`src/rtl/mc_ctrl_pkg.sv`:
```
// Shared encodings for the multi-cycle MIPS control path.
// State, opcode and datapath select encodings plus the control vector.
package mc_ctrl_pkg;

    typedef enum logic [3:0] {
        S_FETCH    = 4'd0,
        S_DECODE   = 4'd1,
        S_MEMADR   = 4'd2,
        S_MEMRD    = 4'd3,
        S_MEMWB    = 4'd4,
        S_MEMWR    = 4'd5,
        S_RTYPE_EX = 4'd6,
        S_RTYPE_WB = 4'd7,
        S_BEQ      = 4'd8,
        S_ADDI_EX  = 4'd9,
        S_ADDI_WB  = 4'd10,
        S_JUMP     = 4'd11,
        S_BNE      = 4'd12
    } state_t;

    localparam logic [5:0] OP_RTYPE = 6'b000000;
    localparam logic [5:0] OP_LW    = 6'b100011;
    localparam logic [5:0] OP_SW    = 6'b101011;
    localparam logic [5:0] OP_BEQ   = 6'b000100;
    localparam logic [5:0] OP_ADDI  = 6'b001000;
    localparam logic [5:0] OP_J     = 6'b000010;
    localparam logic [5:0] OP_BNE   = 6'b000101;

    localparam logic [1:0] ALU_ADD   = 2'b00;
    localparam logic [1:0] ALU_SUB   = 2'b01;
    localparam logic [1:0] ALU_FUNCT = 2'b10;

    localparam logic [1:0] SRCB_B      = 2'b00;
    localparam logic [1:0] SRCB_FOUR   = 2'b01;
    localparam logic [1:0] SRCB_IMM    = 2'b10;
    localparam logic [1:0] SRCB_IMM_SH = 2'b11;

    localparam logic [1:0] PC_ALU    = 2'b00;
    localparam logic [1:0] PC_ALUOUT = 2'b01;
    localparam logic [1:0] PC_JUMP   = 2'b10;

    typedef struct packed {
        logic       pc_write;
        logic       branch;
        logic       branch_ne;
        logic       iord;
        logic       mem_read;
        logic       mem_write;
        logic       ir_write;
        logic       mem_to_reg;
        logic       reg_write;
        logic       reg_dst;
        logic       alu_src_a;
        logic [1:0] alu_src_b;
        logic [1:0] alu_op;
        logic [1:0] pc_src;
    } ctrl_t;

endpackage

```
`src/rtl/mc_ctrl_outdec.sv`:
```
// Moore decode of FSM state into the datapath control vector.
// BNE outputs exist only when MC_CTRL_BNE_EN is defined.
module mc_ctrl_outdec
    import mc_ctrl_pkg::*;
(
    input  state_t state,
    input  logic   mem_ready,
    output ctrl_t  ctrl
);

    always_comb begin
        ctrl = '0;
        unique case (state)
            S_FETCH: begin
                ctrl.mem_read  = 1'b1;
                ctrl.alu_src_b = SRCB_FOUR;
                ctrl.alu_op    = ALU_ADD;
                ctrl.pc_src    = PC_ALU;
                // PC+4 and IR load only on the completing fetch cycle
                ctrl.ir_write  = mem_ready;
                ctrl.pc_write  = mem_ready;
            end
            S_DECODE: begin
                ctrl.alu_src_b = SRCB_IMM_SH;
                ctrl.alu_op    = ALU_ADD;
            end
            S_MEMADR, S_ADDI_EX: begin
                ctrl.alu_src_a = 1'b1;
                ctrl.alu_src_b = SRCB_IMM;
                ctrl.alu_op    = ALU_ADD;
            end
            S_MEMRD: begin
                ctrl.mem_read = 1'b1;
                ctrl.iord     = 1'b1;
            end
            S_MEMWB: begin
                ctrl.reg_write  = 1'b1;
                ctrl.mem_to_reg = 1'b1;
            end
            S_MEMWR: begin
                ctrl.mem_write = 1'b1;
                ctrl.iord      = 1'b1;
            end
            S_RTYPE_EX: begin
                ctrl.alu_src_a = 1'b1;
                ctrl.alu_src_b = SRCB_B;
                ctrl.alu_op    = ALU_FUNCT;
            end
            S_RTYPE_WB: begin
                ctrl.reg_write = 1'b1;
                ctrl.reg_dst   = 1'b1;
            end
            S_ADDI_WB: begin
                ctrl.reg_write = 1'b1;
            end
            S_BEQ: begin
                ctrl.alu_src_a = 1'b1;
                ctrl.alu_src_b = SRCB_B;
                ctrl.alu_op    = ALU_SUB;
                ctrl.pc_src    = PC_ALUOUT;
                ctrl.branch    = 1'b1;
            end
            S_JUMP: begin
                ctrl.pc_src   = PC_JUMP;
                ctrl.pc_write = 1'b1;
            end
`ifdef MC_CTRL_BNE_EN
            S_BNE: begin
                ctrl.alu_src_a = 1'b1;
                ctrl.alu_src_b = SRCB_B;
                ctrl.alu_op    = ALU_SUB;
                ctrl.pc_src    = PC_ALUOUT;
                ctrl.branch_ne = 1'b1;
            end
`endif
            default: ctrl = '0;
        endcase
    end

endmodule

```
`src/rtl/mc_main_control.sv`:
```
// Main control FSM and retired-instruction counter of the multi-cycle MIPS core.
// Optional bne support: define MC_CTRL_BNE_EN.
module mc_main_control
    import mc_ctrl_pkg::*;
#(
    parameter int COUNT_W       = 32,
    parameter int MEM_HANDSHAKE = 1
) (
    input  logic               clk,
    input  logic               reset,
    input  logic [5:0]         op,
    input  logic               zero,
    input  logic               mem_ready,
    output logic               pc_write,
    output logic               branch,
    output logic               branch_ne,
    output logic               iord,
    output logic               mem_read,
    output logic               mem_write,
    output logic               ir_write,
    output logic               mem_to_reg,
    output logic               reg_write,
    output logic               reg_dst,
    output logic               alu_src_a,
    output logic [1:0]         alu_src_b,
    output logic [1:0]         alu_op,
    output logic [1:0]         pc_src,
    output logic               illegal_op,
    output logic [COUNT_W-1:0] instr_count,
    output logic [3:0]         state_dbg
);

    state_t state, state_n;
    ctrl_t  ctrl;
    logic   mrdy;
    logic   illegal;
    logic   retire;
    logic   zero_unused;

    // zero is consumed by the external PC-enable gate, not here
    assign zero_unused = zero;
    assign mrdy = (MEM_HANDSHAKE != 0) ? mem_ready : 1'b1;

    always_comb begin
        state_n = state;
        illegal = 1'b0;
        unique case (state)
            S_FETCH:  if (mrdy) state_n = S_DECODE;
            S_DECODE: begin
                unique case (1'b1)
                    (op == OP_LW), (op == OP_SW): state_n = S_MEMADR;
                    (op == OP_RTYPE): state_n = S_RTYPE_EX;
                    (op == OP_BEQ):   state_n = S_BEQ;
                    (op == OP_ADDI):  state_n = S_ADDI_EX;
                    (op == OP_J):     state_n = S_JUMP;
`ifdef MC_CTRL_BNE_EN
                    (op == OP_BNE):   state_n = S_BNE;
`endif
                    default: begin
                        state_n = S_FETCH;
                        illegal = 1'b1;
                    end
                endcase
            end
            S_MEMADR:   state_n = (op == OP_LW) ? S_MEMRD : S_MEMWR;
            S_MEMRD:    if (mrdy) state_n = S_MEMWB;
            S_MEMWR:    if (mrdy) state_n = S_FETCH;
            S_RTYPE_EX: state_n = S_RTYPE_WB;
            S_ADDI_EX:  state_n = S_ADDI_WB;
            default:    state_n = S_FETCH;
        endcase
    end

    always_comb begin
        retire = 1'b0;
        unique case (state)
            S_MEMWB, S_RTYPE_WB, S_ADDI_WB,
            S_BEQ, S_JUMP: retire = 1'b1;
            S_MEMWR:       retire = mrdy;
`ifdef MC_CTRL_BNE_EN
            S_BNE:         retire = 1'b1;
`endif
            default:       retire = 1'b0;
        endcase
    end

    always_ff @(posedge clk) begin
        if (reset) begin
            state       <= S_FETCH;
            instr_count <= '0;
        end else begin
            state <= state_n;
            if (retire) instr_count <= instr_count + COUNT_W'(1);
        end
    end

    mc_ctrl_outdec u_outdec (
        .state     (state),
        .mem_ready (mrdy),
        .ctrl      (ctrl)
    );

    // enables are forced low while reset is held
    assign pc_write   = ~reset & ctrl.pc_write;
    assign branch     = ~reset & ctrl.branch;
    assign branch_ne  = ~reset & ctrl.branch_ne;
    assign mem_read   = ~reset & ctrl.mem_read;
    assign mem_write  = ~reset & ctrl.mem_write;
    assign ir_write   = ~reset & ctrl.ir_write;
    assign reg_write  = ~reset & ctrl.reg_write;
    assign illegal_op = ~reset & illegal;

    assign iord       = ctrl.iord;
    assign mem_to_reg = ctrl.mem_to_reg;
    assign reg_dst    = ctrl.reg_dst;
    assign alu_src_a  = ctrl.alu_src_a;
    assign alu_src_b  = ctrl.alu_src_b;
    assign alu_op     = ctrl.alu_op;
    assign pc_src     = ctrl.pc_src;
    assign state_dbg  = state;

endmodule

```
`config.mk`:
```
export PLATFORM = sky130hd
export DESIGN_NAME = mc_main_control
export DESIGN_NICKNAME = d
export VERILOG_FILES = /design/src/rtl/mc_ctrl_pkg.sv /design/src/rtl/mc_ctrl_outdec.sv /design/src/rtl/mc_main_control.sv
export SDC_FILE = /design/constraint.sdc
export NUM_CORES = 1
export LEC_CHECK = 0
export CAP_MARGIN = 20
export CORE_MARGIN = 2
export CORE_UTILIZATION = 34
export DETAILED_ROUTE_END_ITERATION = 16
export PLACE_DENSITY = 0.67
export SLEW_MARGIN = 20
export SYNTH_ARGS = -nofsm -noshare
export SYNTH_HDL_FRONTEND = slang
export SYNTH_SLANG_ARGS = --single-unit
```
`constraint.sdc`:
```
create_clock -name clk -period 2.2 [get_ports clk]
set_input_delay 0.33 -clock clk [delete_from_list [all_inputs] [get_ports clk]]
set_output_delay 0.33 -clock clk [all_outputs]
set_load 0.05 [all_outputs]
```
Word level (Yosys, flattened, before mapping). Index checks and enable logic that the tools add are counted.

Mux-type cells: 21. Equal/unequal tests: 19. Bitwise logic cells: 8. Reduce and logical (&&, ||, !) cells: 11. Add/sub/neg operators: 1.

Operators with widths (count): $pmux W4 S5 (2); $add A32 B1 Y32 const B (1); $pmux W4 S7 (1); $eq A4 B3 Y1 const B (4); $eq A4 B4 Y1 const B (4); $eq A6 B6 Y1 const B (2); $mux W4 (3); $mux W1 (11); $eq A4 B2 Y1 const B (2); $reduce_or A2 Y1 (4); $and A1 B1 Y1 (7); $eq A6 B2 Y1 const B (1); $eq A6 B3 Y1 const B (1); $eq A6 B4 Y1 const B (1); $logic_not A6 Y1 (1); $ne A2 B2 Y1 const B (3); $reduce_or A6 Y1 (1); $reduce_or A5 Y1 (1); $eq A4 B1 Y1 const B (1); $logic_not A4 Y1 (1); $pmux W1 S2 (2); $pmux W2 S2 (1); $reduce_or A4 Y1 (1); $mux W3 (1); other kinds (3) (3).

Register bits: 36. Logic and storage cells: 62.

Longest topological paths before layout. Gate-level depths: netlist (run 1).

Depth in word-level cells: 5. Depth in mapped cells: 7. Depth with buffers taken out: 6.

Cells and area by module. From an unflattened synthesis (run 1), not the netlist that was laid out.

Cell total of the unflattened synthesis: 282. Area, all modules: 2213.4 um^2.

By module, submodules not included: mc_main_control (times used 1, area each 2003.2 um^2, seq. area each 720.7 um^2, cells each 247); mc_ctrl_outdec (times used 1, area each 210.2 um^2, seq. area each 0.0 um^2, cells each 35).

Worst setup path after synthesis (run 1). OpenSTA, ideal clock, no wires.

Path kind: flip-flop to output port. Start point: reg state[3] (netlist: state_dbg[3]). End point: out pc_write. Data arrival time: 2898 ps. Cell stages (with the launch flop): 6. Buffers on the path: 1. Setup slack: -1028 ps. Data required time: 1870 ps. Cells stage by stage: dfxtp_1 clkbuf_1 or2_2 or3_1 nor3_1 a21o_1.

Word-level cells in the longest chain between the ends: 3.

Ends and longest elaborated chain: start, declared (RTL line mc_main_control.sv:33) `state_t state, state_n;`; start signal, assigned (RTL line mc_main_control.sv:92) `state <= state_n;`; $eq A4 B4 Y1 or $logic_not A4 Y1 (tied branches) (RTL line mc_ctrl_outdec.sv:13) `unique case (state)`; $pmux W1 S2 * (RTL line mc_ctrl_outdec.sv:13); $and A1 B1 Y1 * (RTL line mc_main_control.sv:104) `assign pc_write = ~reset & ctrl.pc_write;`; end, declared (RTL line mc_main_control.sv:14) `output logic pc_write,`.

Every way passes the cells marked *; elsewhere a longest branch is shown, timed or not.

Final worst setup path (run 1).
Start point: in op[2]. End point: out illegal_op.

Word-level cells in the longest chain between the ends: 5.

Ends and longest elaborated chain: start, declared (RTL line mc_main_control.sv:11) `input logic [5:0] op,`; $eq A6 B6 Y1 (tied with other cells) (RTL line mc_main_control.sv:51) `(op == OP_LW), (op == OP_SW): state_n = S_MEMADR;`; $reduce_or A6 Y1 (no source line) *; $mux W1 * (RTL line mc_main_control.sv:50) `unique case (1'b1)`; $mux W1 * (RTL line mc_main_control.sv:47) `unique case (state)`; $and A1 B1 Y1 * (RTL line mc_main_control.sv:111) `assign illegal_op = ~reset & illegal;`; end, declared (RTL line mc_main_control.sv:28) `output logic illegal_op,`.

Marks and branches as above.

==> flow_summary.ini, run 1 <==
[cells_and_area]
final_common_cell = clkdlybuf4s50_1
area_delta_synth_final_pct = 51.5
fill_cells = 569
final_util = 0.537
diodes = 0
fin_nets = 353
stdcell_area_um2 = 3200
drive_gt1_frac = 0.219
final_cell_mix = clkdlybuf4s50_1 (42), nor2_1 (35), dfxtp_1 (35), buf_4 (33), nand2_1 (20)

[critical_path]
r2r_start = instr_count[1]
worst_r2r_path_depth = 6
path_max_fanout = 2
worstPathRequired_ps = 1870
critPathLaunchType = input pin
cp-end-kind = output pin
r2r_slack_ps = 280
arrival_ps = 1830
startpoint = op[2]
path_class = in -> out
reg2reg_to = instr_count[24]

[clock_tree]
clk_pin_slew_ps = 70
cts_buffer_depth = 2
tritoncts = built
h-tree-depth = 2
cts_root_buf = clkbuf_8
insertion_delay_ps = 280
cts_buffers = 5
postCtsSetupBuffers = 0
clock-sinks = 36

[yosys]
ys_seq_area_frac = 0.342
synth_edf_count = 0
synthCells = 261
syn_area_um2 = 2110
synth_seq_cells = 36
yosys_warnings = 0
synth_flop_cell = dfxtp_1
synth-async-reset-ratio = 0
yosysUniqueCellTypes = 45
synth_nets = 272
syn_avg_cell_area_um2 = 8.08

[hold_path]
hp-class = in -> reg
hold_end = state_dbg[0]
hold_start = reset
min_path_cells = 4

[floorplanning]
die_area_um2 = 6850
die_h_um = 82.8
die_x_um = 82.8
core_area_um2 = 5960
rows = 28
io_pins = 64
start_util = 0.354

[place]
place_area_um2 = 3090
gp_congestion = 0.771
dpl.hpwl_mm = 4.32
port_buffers = 61

[route]
dr.pass1.iters = 4
antenna_left = 0
remaining_drc_errors = 0
vias = 2220
wl_per_cell_um = 13.4
totalWireLength_mm = 5.61
via_per_inst = 5.31
drt-initial-drc-count = 68

[timing]
finalHoldViolCount = 0
grt_setup_unrepaired = no
max_freq_mhz = 462
worst_clock_skew_ps = 5.52
worst_slew_pin_slew_ps = 512
finalMaxSlewViolations = 0
fin_crit_sh = 0.983
timing.final.crit_period_ps = 2160
relSlewSlack = 0.655
setup_viol = 0

[power_and_ir_drop]
powerDensity_nw_per_um2 = 403
fin_total_pwr_mw = 1.29
power_leakage_nw = 1.23
ir_drop_uv = 219

[global_route]
grt_max_degree = 38
grt_pass1_vias = 2136
grt_first_pass_wirelength_mm = 9.49
antenna_found_initial = 0
grt.overflow.total = 0
track_usage = 0.176

[run]
drv_cap = 0

[run_status]
status = finished, final reports clean
-- power breakdown --
part	internal (mW)	leakage [nW]	switching, mW	total (mW)
clock network	0.255	0.0455	0.221	0.476
logic	0.0690	0.897	0.0891	0.158
registers	0.652	0.291	0.00186	0.654
-- cell usage after synthesis (4+ instances only) --
cell type  count  share of area
nor2_1        35          0.062
nor4_1         5          0.015
nand2_1       20          0.036
nand3_1        8          0.019
nor3_1        10          0.024
o2111ai_1     12          0.050
inv_1          7          0.012
dfxtp_1       36           0.34
xor2_1        18          0.075
nand2b_1       4          0.012
o21ai_0       13          0.031
a21oi_1       16          0.038
or3_1          9          0.027
clkbuf_1       8          0.014
nand4_1        5          0.015
-- cell type report --
type,instances,area [um2],share of cell area
Clock buffer,8,90.1,0.0282
Inverter,7,26.3,0.00822
Multi-Input combinational cell,204,1340,0.420
Sequential cell,36,724,0.227
Tap cell,75,93.8,0.0294
Timing Repair Buffer,88,921,0.288
-- kinds of logic (layout without fill, tap and decap cells) --
kind of cell,Yosys count,in the layout,share of synthesized area
buf+inv,21,103,0.0445
mux,3,3,0.0142
flops,36,36,0.342
fa+ha+maj,1,1,0.00593
xor+xnor,20,20,0.0830
simple gates,116,116,0.301
other cells,1,1,0.00178
compound gates,63,63,0.208
-- flip-flops by register name, indices dropped and copies added (netlist names) --
signal       count
instr_count     32
state_dbg        4
-- routing by layer --
| layer | GRT usage | share of wire | up-vias |
|---|---|---|---|
| li1 | - | - | 1118 |
| met1 | 0.204 | 0.44 | 1033 |
| met2 | 0.306 | 0.48 | 58 |
| met3 | 0.0498 | 0.058 | 11 |
| met4 | 0.0705 | 0.020 | 0 |
| met5 | 0 | 0 | - |
-- critical path, stage by stage --
cell             delay [ps]
clkdlybuf4s50_1         430
or2_4                   260
or4_4                   480
o2111a_1                180
buf_12                  160
-- through the flow --
stage	std cells	hold slack (ps)	setup TNS, ps	worst slack, ps
after floorplan	261	536	-936	-404
after global placement	410	468	-23.9	-23.9
after detailed placement	410	486	-20.7	-20.7
after CTS	418	496	0	30.6
after global routing	418	496	0	0.588
final	418	464	0	37.4
-- worst max-delay path by stage --
stage	end	slack, ps	cells after the start
3_5_place_dp	illegal_op	-20	5
6_report	illegal_op	40	5
3_3_place_gp	illegal_op	-20	5
2_1_floorplan	pc_write	-400	5
4_1_cts	pc_write	30	6
5_1_grt	pc_write	0.6	5
-- repair_timing --
item	in CTS	in global routing
endpoints found under the setup margin	1	2
hold buffers	0	0
pin swaps	1	1
resized for setup	2	4
Note: power is estimated with default switching activity, not from simulation.
==> run 2, diff against run 1 <==
--- a/config.mk
+++ b/config.mk
@@ -9,7 +9,7 @@
 export CORE_MARGIN = 2
 export CORE_UTILIZATION = 34
 export DETAILED_ROUTE_END_ITERATION = 16
-export PLACE_DENSITY = 0.67
+export PLACE_DENSITY = 0.69
 export SLEW_MARGIN = 20
 export SYNTH_ARGS = -nofsm -noshare
 export SYNTH_HDL_FRONTEND = slang
==> constraint.sdc (replaced) <==
create_clock -name clk -period 1.95 [get_ports clk]
set_input_delay 0.2925 -clock clk [delete_from_list [all_inputs] [get_ports clk]]
set_output_delay 0.2925 -clock clk [all_outputs]
set_load 0.1 [all_outputs]
==> run 2 against run 1 <==
Net effect:
- the run now ends with setup timing left
- clock skew grew 0.63 ps
- first-iteration DRC count grew 35%
- global-route usage grew 0.76 points
- count of clock-buffer cells in the layout shrank 2
- clock power grew 38%
- highest routed layer unchanged
==> flow_summary.ini, run 2 (synthesis gave the netlist of run 1 again) <==
[clock_tree]
cts_hold_buf = 0
h-tree-depth = 2
clock-sinks = 36
insertion_delay_ps = 290
tritoncts = built
cts_buffer_depth = 2
cts_root_buf = clkbuf_8
cts_buffers = 5
clk_pin_slew_ps = 70

[place]
port_buffers = 61
placedCellCount = 423
gp_congestion = 0.900
dpl.hpwl_mm = 4.51

[global_route]
grt_max_degree = 38
grt_first_pass_wirelength_mm = 9.87
grt.overflow.total = 0
grt_pass1_vias = 2138
antenna_found_initial = 0
track_usage = 0.184

[floorplanning]
start_util = 0.354
die_area_um2 = 6850
rows = 28
core_area_um2 = 5960
die_h_um = 82.8
io_pins = 64
die_x_um = 82.8

[hold_path]
hold_end = instr_count[19]
hold_start = instr_count[19]
hp-class = reg -> reg
min_path_cells = 2

[route]
wl_per_cell_um = 13.7
vias = 2261
via_per_inst = 5.22
dr.pass1.iters = 4
antenna_left = 0
totalWireLength_mm = 5.91
drt-initial-drc-count = 92
remaining_drc_errors = 0

[critical_path]
startpoint = state_dbg[3]
path_class = reg -> out
r2r_slack_ps = 110
arrival_ps = 1680
worstPathRequired_ps = 1660
reg2reg_to = instr_count[26]
path_max_fanout = 3
critPathLaunchType = flip-flop
cp-end-kind = output pin
worst_r2r_path_depth = 8
r2r_start = state_dbg[1]

[timing]
timing.final.crit_period_ps = 1970
holdWs_ps = 495
max_freq_mhz = 507
finalMaxSlewViolations = 0
fin_crit_sh = 1.01
setup_slack_ps = -22.1
worst_clock_skew_ps = 6.15
finalHoldViolCount = 0
grt_setup_unrepaired = yes
setup_viol = 2

[power_and_ir_drop]
ir_drop_uv = 367
internal_power_mw = 1.19
combPwrFrac = 0.153
power_frac_seq = 0.443
powerDensity_nw_per_um2 = 456
switchingPower_uw = 430
power_leakage_nw = 1.46
p_sw_frac = 0.265
clkPwrFrac = 0.404

[run_status]
violations = setup timing
status = complete, but fails checks

[cells_and_area]
stdcell_count = 433
drive_gt1_frac = 0.486
largest_register_ffs = 32
final_cell_mix = buf_4 (74), nor2_1 (28), buf_12 (20), nand2_1 (18), xor2_1 (18)
regArea_um2 = 803
final_common_cell = buf_4
fill_cells = 532
largest_register = instr_count
diodes = 0
multiInputGateArea_um2 = 1480
area_delta_synth_final_pct = 68.4
fin_nets = 368

[run]
drv_cap = 0
==> run 2: cell types whose count changed in the layout (fill, tap and decap cells not counted), sizes merged <==
cell / change
buf: +50
clkdlybuf4s50: -39
dlygate4sd2: +4
clkbuf: -2
bufinv: +1
clkinv: +1
==> run 2: worst max-delay path by stage <==
stage	endpoint	slack (ps)	depth (start not counted)
global route	pc_write	-70	5
floorplan	pc_write	-740	5
detailed placement	illegal_op	-220	5
finish	pc_write	-20	5
global placement	illegal_op	-200	5
CTS	pc_write	-30	5
==> run 2: cell type report <==
class / instances / area share
clock buffers: 6 / 0.0204
clock inverters: 2 / 0.00986
inverters: 7 / 0.00740
multi-input cells: 204 / 0.416
flip-flops and latches: 36 / 0.226
well taps: 75 / 0.0264
repair buffers: 103 / 0.294
==> run 2: worst max-delay path, cell delays in order (launching register included) <==
cell	delay, ps
dfxtp_4	360
or2_4	230
or3_4	340
nor3_4	170
a21o_4	130
buf_12	160
==> run 2: power groups by stage <==
stage	logic [mW]	registers (mW)	clock network, mW
after detailed placement	0.242	0.736	0
after floorplan	0.129	0.747	0
after global routing	0.261	0.719	0.706
after CTS	0.243	0.718	0.674
final	0.248	0.719	0.655
after global placement	0.240	0.736	0
==> run 2: routing by layer <==
| layer | vias up | GRT usage | routed length, um |
|---|---|---|---|
| li1 | 1151 | - | - |
| met1 | 1058 | 0.225 | 2600 |
| met2 | 48 | 0.322 | 3010 |
| met3 | 4 | 0.0390 | 271 |
| met4 | 0 | 0.0590 | 38 |
| met5 | - | 0 | 0 |
==> run 2: per-stage QoR <==
| stage | setup WS, ps | utilization | cell area, um2 | setup TNS, ps | power (mW) |
|---|---|---|---|---|---|
| after global placement | -201 | 0.570 | 3390 | -1320 | 0.976 |
| final | -22.1 | 0.596 | 3550 | -38.0 | 1.62 |
| after floorplan | -744 | - | 2370 | -2280 | 0.876 |
| after detailed placement | -217 | 0.570 | 3390 | -1620 | 0.978 |
| after CTS | -34.8 | 0.591 | 3520 | -66.1 | 1.63 |
| after global routing | -69.8 | 0.596 | 3550 | -202 | 1.69 |
==> run 2: repair_timing <==
item	4_1_cts	5_1_grt
gates resized for setup	9	7
buffers inserted	1	1
gates cloned	0	0
setup endpoints to repair	6	13
pin swaps	2	2
